--- src/rtl/tone_pkg.sv ---
// Shared definitions for the tone generator and its DAC121S101 serialiser:
// waveform codes, DAC frame layout and default phase constants.
package tone_pkg;

   typedef enum logic [1:0] {
      WAVE_SQUARE = 2'b00,
      WAVE_SAW    = 2'b01,
      WAVE_TRI    = 2'b10,
      WAVE_SILENT = 2'b11
   } wave_e;

   localparam logic [11:0] MIDSCALE        = 12'd2048;
   localparam logic [13:0] FMAX            = 14'd9999;
   localparam logic [1:0]  DAC_PAD         = 2'b00;
   localparam logic [1:0]  DAC_PD_NORMAL   = 2'b00;
   localparam int          PHASE_K_DEFAULT = 214748;

   // DAC121S101 word: two don't-care bits, power-down mode, then the sample.
   function automatic logic [15:0] dac_frame(input logic [11:0] sample);
      return {DAC_PAD, DAC_PD_NORMAL, sample};
   endfunction

endpackage

--- src/rtl/dac121_spi_tx.sv ---
// Write-only SPI serialiser for one 16-bit DAC121S101 frame: SYNC low for the
// whole frame, SCLK idles high, DIN changes on SCLK rise, DAC samples on fall.
module dac121_spi_tx
   import tone_pkg::*;
#(
   parameter int SCLK_DIV = 4
) (
   input  logic        clk_i,
   input  logic        rst_ni,
   input  logic        start_i,
   input  logic [11:0] word_i,
   output logic        busy_o,
   output logic        done_o,
   output logic        sync_o,
   output logic        sclk_o,
   output logic        din_o
);

   localparam int DIV_W = $clog2(2 * SCLK_DIV);
   localparam logic [DIV_W-1:0] DIV_FALL = DIV_W'(SCLK_DIV - 1);
   localparam logic [DIV_W-1:0] DIV_LAST = DIV_W'(2 * SCLK_DIV - 1);

   typedef enum logic {ST_IDLE, ST_SHIFT} state_e;

   state_e           state_q;
   logic [DIV_W-1:0] div_q;
   logic [3:0]       bit_q;
   logic [15:0]      shreg_q;
   logic             busy_q;
   logic             done_q;
   logic             sync_q;
   logic             sclk_q;

   always_ff @(posedge clk_i or negedge rst_ni) begin
      if (!rst_ni) begin
         state_q <= ST_IDLE;
         div_q   <= '0;
         bit_q   <= '0;
         shreg_q <= '0;
         busy_q  <= 1'b0;
         done_q  <= 1'b0;
         sync_q  <= 1'b1;
         sclk_q  <= 1'b1;
      end else begin
         done_q <= 1'b0;
         case (state_q)
            ST_IDLE: begin
               if (start_i) begin
                  shreg_q <= dac_frame(word_i);
                  sync_q  <= 1'b0;
                  sclk_q  <= 1'b1;
                  busy_q  <= 1'b1;
                  div_q   <= '0;
                  bit_q   <= 4'd15;
                  state_q <= ST_SHIFT;
               end
            end
            ST_SHIFT: begin
               if (div_q == DIV_FALL) begin
                  sclk_q <= 1'b0;
                  div_q  <= div_q + 1'b1;
               end else if (div_q == DIV_LAST) begin
                  div_q  <= '0;
                  sclk_q <= 1'b1;
                  if (bit_q == 4'd0) begin
                     // SYNC and SCLK rise together after the last low phase.
                     sync_q  <= 1'b1;
                     busy_q  <= 1'b0;
                     done_q  <= 1'b1;
                     shreg_q <= '0;
                     state_q <= ST_IDLE;
                  end else begin
                     bit_q   <= bit_q - 1'b1;
                     shreg_q <= {shreg_q[14:0], 1'b0};
                  end
               end else begin
                  div_q <= div_q + 1'b1;
               end
            end
            default: state_q <= ST_IDLE;
         endcase
      end
   end

   assign busy_o = busy_q;
   assign done_o = done_q;
   assign sync_o = sync_q;
   assign sclk_o = sclk_q;
   assign din_o  = shreg_q[15];

endmodule

--- src/rtl/tone_dac_tx.sv ---
// Tone synthesiser for the Pmod DA2: a sample tick drives a 32-bit phase
// accumulator and waveform mux, and each sample is sent as one DAC frame.
module tone_dac_tx
   import tone_pkg::*;
#(
   parameter int CLK_HZ    = 100_000_000,
   parameter int SAMPLE_HZ = 20_000,
   parameter int SCLK_DIV  = 4,
   parameter int PHASE_K   = PHASE_K_DEFAULT
) (
   input  logic        CLK100MHZ,
   input  logic        RESETN,
   input  logic [13:0] freq_hz,
   input  logic [1:0]  wave_sel,
   output logic        DA_SYNC,
   output logic        DA_SCLK,
   output logic        DA_DIN,
   output logic [11:0] level,
   output logic        busy,
   output logic        frame_done,
   output logic        overrun
);

   localparam int TICK_DIV = CLK_HZ / SAMPLE_HZ;
   localparam int CNT_W    = $clog2(TICK_DIV);
   localparam logic [CNT_W-1:0] TICK_LAST = CNT_W'(TICK_DIV - 1);

   // A whole frame plus the restart cycles must fit between two ticks.
   if (32 * SCLK_DIV + 2 >= TICK_DIV) begin : g_rate_check
      $error("tone_dac_tx: DAC frame does not fit in one sample period");
   end

   logic [CNT_W-1:0] cnt_q;
   logic [31:0]      phase_q;
   logic [31:0]      phase_d;
   logic [11:0]      level_q;
   logic             overrun_q;

   logic             tick;
   logic             start;
   logic             tx_busy;
   logic [13:0]      f_clamp;
   wave_e            wave;
   logic             silent;
   logic [11:0]      sample;

   assign tick  = (cnt_q == TICK_LAST);
   assign start = tick & ~tx_busy;

   always_comb begin
      f_clamp = (freq_hz > FMAX) ? FMAX : freq_hz;
      wave    = wave_e'(wave_sel);
      silent  = (wave == WAVE_SILENT) || (f_clamp == 14'd0);
      sample  = MIDSCALE;
      if (!silent) begin
         case (wave)
            WAVE_SQUARE: sample = phase_q[31] ? 12'd0 : 12'hFFF;
            WAVE_SAW:    sample = phase_q[31:20];
            WAVE_TRI:    sample = phase_q[31] ? ~phase_q[30:19] : phase_q[30:19];
            default:     sample = MIDSCALE;
         endcase
      end
      // Silence parks the phase so the next tone always starts from zero.
      phase_d = silent ? 32'd0 : phase_q + 32'(f_clamp) * 32'(PHASE_K);
   end

   always_ff @(posedge CLK100MHZ or negedge RESETN) begin
      if (!RESETN) begin
         cnt_q     <= '0;
         phase_q   <= '0;
         level_q   <= MIDSCALE;
         overrun_q <= 1'b0;
      end else begin
         cnt_q <= tick ? '0 : cnt_q + 1'b1;
         if (tick) begin
            phase_q <= phase_d;
            if (tx_busy) begin
               overrun_q <= 1'b1;
            end else begin
               level_q <= sample;
            end
         end
      end
   end

   dac121_spi_tx #(
      .SCLK_DIV (SCLK_DIV)
   ) u_spi (
      .clk_i   (CLK100MHZ),
      .rst_ni  (RESETN),
      .start_i (start),
      .word_i  (sample),
      .busy_o  (tx_busy),
      .done_o  (frame_done),
      .sync_o  (DA_SYNC),
      .sclk_o  (DA_SCLK),
      .din_o   (DA_DIN)
   );

   assign busy    = tx_busy;
   assign level   = level_q;
   assign overrun = overrun_q;

endmodule
--- config.mk ---
export PLATFORM = sky130hd
export DESIGN_NAME = tone_dac_tx
export DESIGN_NICKNAME = d
export VERILOG_FILES = /design/src/rtl/tone_pkg.sv /design/src/rtl/dac121_spi_tx.sv /design/src/rtl/tone_dac_tx.sv
export SDC_FILE = /design/constraint.sdc
export NUM_CORES = 1
export LEC_CHECK = 0
export BUFFER_PORTS_ARGS = -buffer_cell sky130_fd_sc_hd__buf_2
export CORE_ASPECT_RATIO = 0.5
export CORE_MARGIN = 2
export CORE_UTILIZATION = 35
export CTS_CLUSTER_DIAMETER = 60
export DETAILED_ROUTE_END_ITERATION = 8
export GPL_TIMING_DRIVEN = 0
export HOLD_SLACK_MARGIN = 0.02
export MAX_ROUTING_LAYER = met4
export PLACE_DENSITY_LB_ADDON = 0.2
export SYNTH_ARGS = -nofsm -noshare
export SYNTH_HDL_FRONTEND = slang
export SYNTH_SLANG_ARGS = --single-unit
--- constraint.sdc ---
create_clock -name CLK100MHZ -period 2.5 [get_ports CLK100MHZ]
set_input_delay 0 -clock CLK100MHZ [delete_from_list [all_inputs] [get_ports CLK100MHZ]]
set_output_delay 0 -clock CLK100MHZ [all_outputs]
set_load 0.02 [all_outputs]
[After elaboration in Yosys (flattened, before gate mapping)]
Cells that the tools add are included.
Storage, ports and cells
  register bits after elaboration: 86
  input port bits: 18
  logic and storage cells: 87
Cells by class
  add/sub/neg operators: 4
  multiply operators: 1
  $lt $le $gt $ge: 1
  equal/unequal tests: 12
  multiplexer cells: 43
  bitwise operators: 4
  reduce and logical (&&, ||, !) cells: 10
Operators by type and width (number)
  $mux 16: 4
  $mux 12: 3
  $pmux 12 s3: 1
  $add 32x32->32: 1
  $mux 32: 1
  $pmux 16 s2: 1
  $mul 14x16->30 const B: 1
  $mux 1: 18
  $mux 4: 4
  $gt 14x14->1 const B: 1
  $logic_not 14->1: 1
  $mux 14: 1
  $add 13x1->13 const B: 1
  $eq 13x13->1 const B: 1
  $mux 13: 1
  $not 12->12: 1
  $ne 2x2->1 const B: 5
  $mux 3: 3
  $pmux 1 s2: 4
  $pmux 4 s2: 1
  $reduce_and 4->1: 2
  $pmux 3 s2: 1
  $reduce_and 2->1: 3
  $eq 2x2->1 const B: 2
  other kinds (12): 13

[Longest topological paths before layout]
  word-level depth: 7
  gate-level depth with buffers: 37
  mapped depth without buffers: 35

[Hierarchy]
A second synthesis with hierarchy kept.
Second synthesis, totals
  cell total of the unflattened synthesis: 1079
  area total of the unflattened synthesis: 10089.7 µm²
By module, submodules not included
  tone_dac_tx: instances 1, cells each 962, area an instance 8754.6 µm²
  dac121_spi_tx: instances 1, cells each 117, area an instance 1335.0 µm²

[Least setup slack after synthesis]
OpenSTA, ideal clock, no wires.
  path kind: input to register
  start point: input freq_hz[7]
  end point: register phase_q[28]
  setup time: 0.131 ns
  arrival time: 7.307 ns
  data required time: 2.369 ns
  slack: -4.938 ns
  stages: 33
  buffers on the path: 2
  path through: nor4_1 -> nor2_1 -> o21ai_1 -> nand2_1 -> inv_1 -> ha_1 -> inv_1 -> fa_1 -> fa_1 -> fa_1 -> inv_1 -> fa_1 -> inv_1 -> fa_1 -> inv_1 -> ha_1 -> clkbuf_1 -> or3_1 -> o211a_1 -> a21oi_2 -> o21bai_1 -> a21oi_1 -> xnor2_1 -> ha_1 -> clkbuf_1 -> a21o_1 -> a21o_1 -> a21oi_1 -> o21ai_0 -> a41oi_1 -> o21ai_1 -> nor4b_1 -> or3_1
Between the ends
  cells in the longest elaborated chain, start to end: 5
Ends and longest elaborated chain
  start, declared: line tone_dac_tx.sv:13  | input logic [13:0] freq_hz,
  $gt 14x14->1: line tone_dac_tx.sv:51  | f_clamp = (freq_hz > FMAX) ? FMAX : freq_hz;
  $mux 14 *: line tone_dac_tx.sv:51
  $mul 14x16->30 or $logic_not 14->1 (tied branches): line tone_dac_tx.sv:64, tone_dac_tx.sv:53
  $add 32x32->32 or $logic_or 1x1->1 (tied branches): line tone_dac_tx.sv:64, tone_dac_tx.sv:53
  $mux 32 *: line tone_dac_tx.sv:64  | phase_d = silent ? 32'd0 : phase_q + 32'(f_clamp) * 32'(PHASE_K);
  end signal, assigned: line tone_dac_tx.sv:76  | phase_q <= phase_d;
  end, declared: line tone_dac_tx.sv:34  | logic [31:0] phase_q;
Every way passes the cells marked *; elsewhere a longest branch is shown, timed or not.
A chain may end at the register's enable or synchronous reset.

[Worst setup path after layout]
  start point: input freq_hz[6]
  end point: register phase_q[29]
Same word-level chain as after synthesis.

==> summary.md <==
| Metric | Value |
|---|---|
| Die Wd | `244.0 um` |
| First-pass detailed-route iteration total | `5` |
| Worst EP arrival | `7.02 ns` |
| CTS H-tree depth | `3` |
| Placement Rows | `43` |
| Max Fclk | `148.0 MHz` |
| Num CTS Buffers | `9` |
| Pin count of the biggest net entering global routing | `56` |
| Post-synth EDFFs | `0` |
| Worst Setup End Kind | `flip-flop` |
| Die Ht | `124.0 um` |
| Synth top area share | `20.11%` |
| Avg Inst Size Synth | `8.957 um^2` |
| Crit start category | `input pin` |
| Dpl hpwl | `19790 um` |
| Root Buffer | `clkbuf_16` |
| CTS tree | `done` |
| GR Overflow Total | `0` |
| I/O Pins | `36` |
| I/O Buffers | `35` |
| First-pass GRT wire length | `41630 um` |
| RSZ-0062 raised after global routing | `yes` |
| CP max stage cell | `fa_1` |
| Maximum fanout along the worst path | `6` |
| Drt drc | `0` |
| Hold Vio Cnt, Final | `0` |
| Hold WS | `0.1192 ns` |
| Synth Instances | `1125` |
| Synth Cell Area | `0.01008 mm^2` |
| R2r worst-path depth | `9` |
| Via count | `8250` |
| DR WL/cell | `15.76 um` |
| Ys async rst share | `100.0%` |
| Starting Density | `35.95%` |
| Failing checks | `setup timing` |
| Vias in the first global route | `8379` |
| Core area | `0.02803 mm^2` |
| Antenna cells | `0` |
| Die area | `0.03025 mm^2` |
| Initial antenna violation count | `0` |
| Area contributors post-synth | `dfrtp_1, ha_1, fa_1` |
| Post-synthesis register bit count | `84` |
| Final setup skew | `0.005625 ns` |
| Avg Vias per Cell | `5.024` |
| Final period utilization | `270.3%` |
| Nets | `1513` |
| DRT iter0 DRCs | `433` |
| Status | `finished with violations` |
| Critical Path Max Stage Delay | `0.55 ns` |
| RD Place Congestion | `0.8585` |
| CTS Sinks | `84` |
| Area grow syn2layout | `31.80%` |
| Max_cap viols | `0` |
| Sequential share of the synthesized area | `20.90%` |
| Share of cells above drive strength 1 | `29.13%` |
| Final worst setup slack | `-4.258 ns` |
| Setup violations, final | `27` |
| Largest area contributor in the netlist | `dfrtp_1` |
| Worst min path class | `in -> reg` |
| Fin Setup TNS | `-88.81 ns` |
| Slew @ Worst Pin | `0.6281 ns` |
| Most common library cells after synthesis | `ha_1, inv_1, nand2_1` |
| Final ANT Viol Nets | `0` |
| Period minus WS final | `6.758 ns` |
| Syn_nets | `1383` |
| Prevailing post-synth register cell | `dfrtp_1` |
| DRT Wirelength | `25880 um` |
| Max Transition Viols Final | `0` |
| CTS Buffer Depth | `2` |
| Clk_lat worst skew | `0.35 ns` |
| CP Class | `in -> reg` |
| Synth warnings | `0` |
| Worst slew margin | `58.13%` |
| CP required | `2.76 ns` |
| Cell seen most often among critical-path stages | `inv_2` |
| Hold-critical path depth | `4` |
| Clock transition at path regs | `0.06 ns` |
| Most common cell in the netlist | `ha_1` |
| Gr usage total | `17.61%` |
| Yosys cell types | `63` |
-- layout make-up --
type	count	area [um^2]
repair buffers	131	1021
flip-flops and latches	84	2106
clock buffers	11	252.7
multi-input cells	858	8658
clock inverters	5	58.81
fillers	2567	14750
inverters	146	578.1
plain buffers	25	128.9
well taps	382	478.0
-- path summary, 6_finish.rpt --
| check | start | to | slack [ns] |
|---|---|---|---|
| max in group asynchronous | RESETN | u_spi.sync_o$_DFFE_PN1P_ | 1.68 |
| min reg2reg | overrun$_DFFE_PN0P_ | overrun$_DFFE_PN0P_ | 0.45 |
| min | wave_sel[0] | level[1]$_DFFE_PN0P_ | 0.12 |
| max reg2reg | phase_q[3]$_DFFE_PN0N_ | phase_q[29]$_DFFE_PN0N_ | -0.22 |
| max | freq_hz[6] | phase_q[29]$_DFFE_PN0N_ | -4.26 |
| min in group asynchronous | RESETN | phase_q[4]$_DFFE_PN0N_ | 0.14 |
-- state kept, by name (all words and copies together) (netlist names) --
name / flops
phase_q: 30
u_spi.shreg_q: 16
cnt_q: 13
level: 12
u_spi.bit_q: 4
u_spi.div_q: 3
overrun: 1
u_spi.busy_o: 1
u_spi.done_o: 1
u_spi.sclk_o: 1
u_spi.state_q: 1
u_spi.sync_o: 1
-- placed cells by master (no fill, tap or decap), types with 6 or more instances in the layout --
cell type / n
inv_1: 115
nand2_1: 110
ha_1: 108
buf_4: 82
dfrtp_1: 81
fa_1: 73
a21oi_1: 46
ha_4: 44
xnor2_1: 43
o21ai_0: 43
nor2_1: 39
buf_2: 33
nand3_1: 25
o21ai_1: 25
inv_2: 24
a21o_1: 19
clkbuf_1: 17
xor2_1: 16
nand2b_1: 16
o22ai_1: 15
buf_6: 14
a21oi_2: 11
xnor2_2: 10
o21bai_1: 9
o21a_1: 9
o21ai_2: 9
clkbuf_16: 9
fa_2: 8
a21oi_4: 7
nor3_2: 7
nand4_1: 7
ha_2: 7
and3_1: 6
nor2_4: 6
nor2b_1: 6
nor3_1: 6
-- what timing repair did --
action / in CTS / in global routing
gates cloned: 0 / 0
resized for setup: 134 / 119
buffers inserted: 62 / 34
endpoints found under the setup margin: 54 / 61
hold endpoints to repair: 79 / 0
hold buffers: 1 / 0
pin swaps: 96 / 97
-- logic make-up after synthesis --
logic type / share of synthesized area (%)
compound gates: 16.05
xor+xnor: 6.432
fa+ha+maj: 35.83
buf+inv: 6.829
flops: 20.90
mux: 0.2980
simple gates: 13.66
-- critical path: cells and delay by family --
| family | cells | cell delay [ns] |
|---|---|---|
| buffers and inverters | 7 | 0.55 |
| and+or+nand+nor | 5 | 1.11 |
| xor gates and xnor gates | 1 | 0.13 |
| AOI/OAI and AO/OA | 11 | 2.34 |
| adders and majority gates | 8 | 2.87 |
-- metrics by stage --
step	instance area [um^2]	util, %	setup slack (ns)	std cells
4_1_cts	12550	44.78	-4.270	1616
6_report	13280	47.38	-4.258	1642
2_1_floorplan	10470	-	-4.361	1125
3_3_place_gp	11130	39.69	-5.302	1542
5_1_grt	13280	47.38	-4.527	1642
3_5_place_dp	11160	39.80	-5.410	1543
-- layer usage --
layer	part of all wire (%)	wire (um)	global-route usage (%)	up-vias
li1	-	-	-	4083
met4	1.6	409	4.573	0
met5	0	0	-	-
met2	47	12100	28.96	110
met1	50	12830	23.46	4031
met3	2.1	549	1.896	26
Power is not shown: default switching activity piles up to over one toggle a cycle in this logic, so the estimate is an artifact.
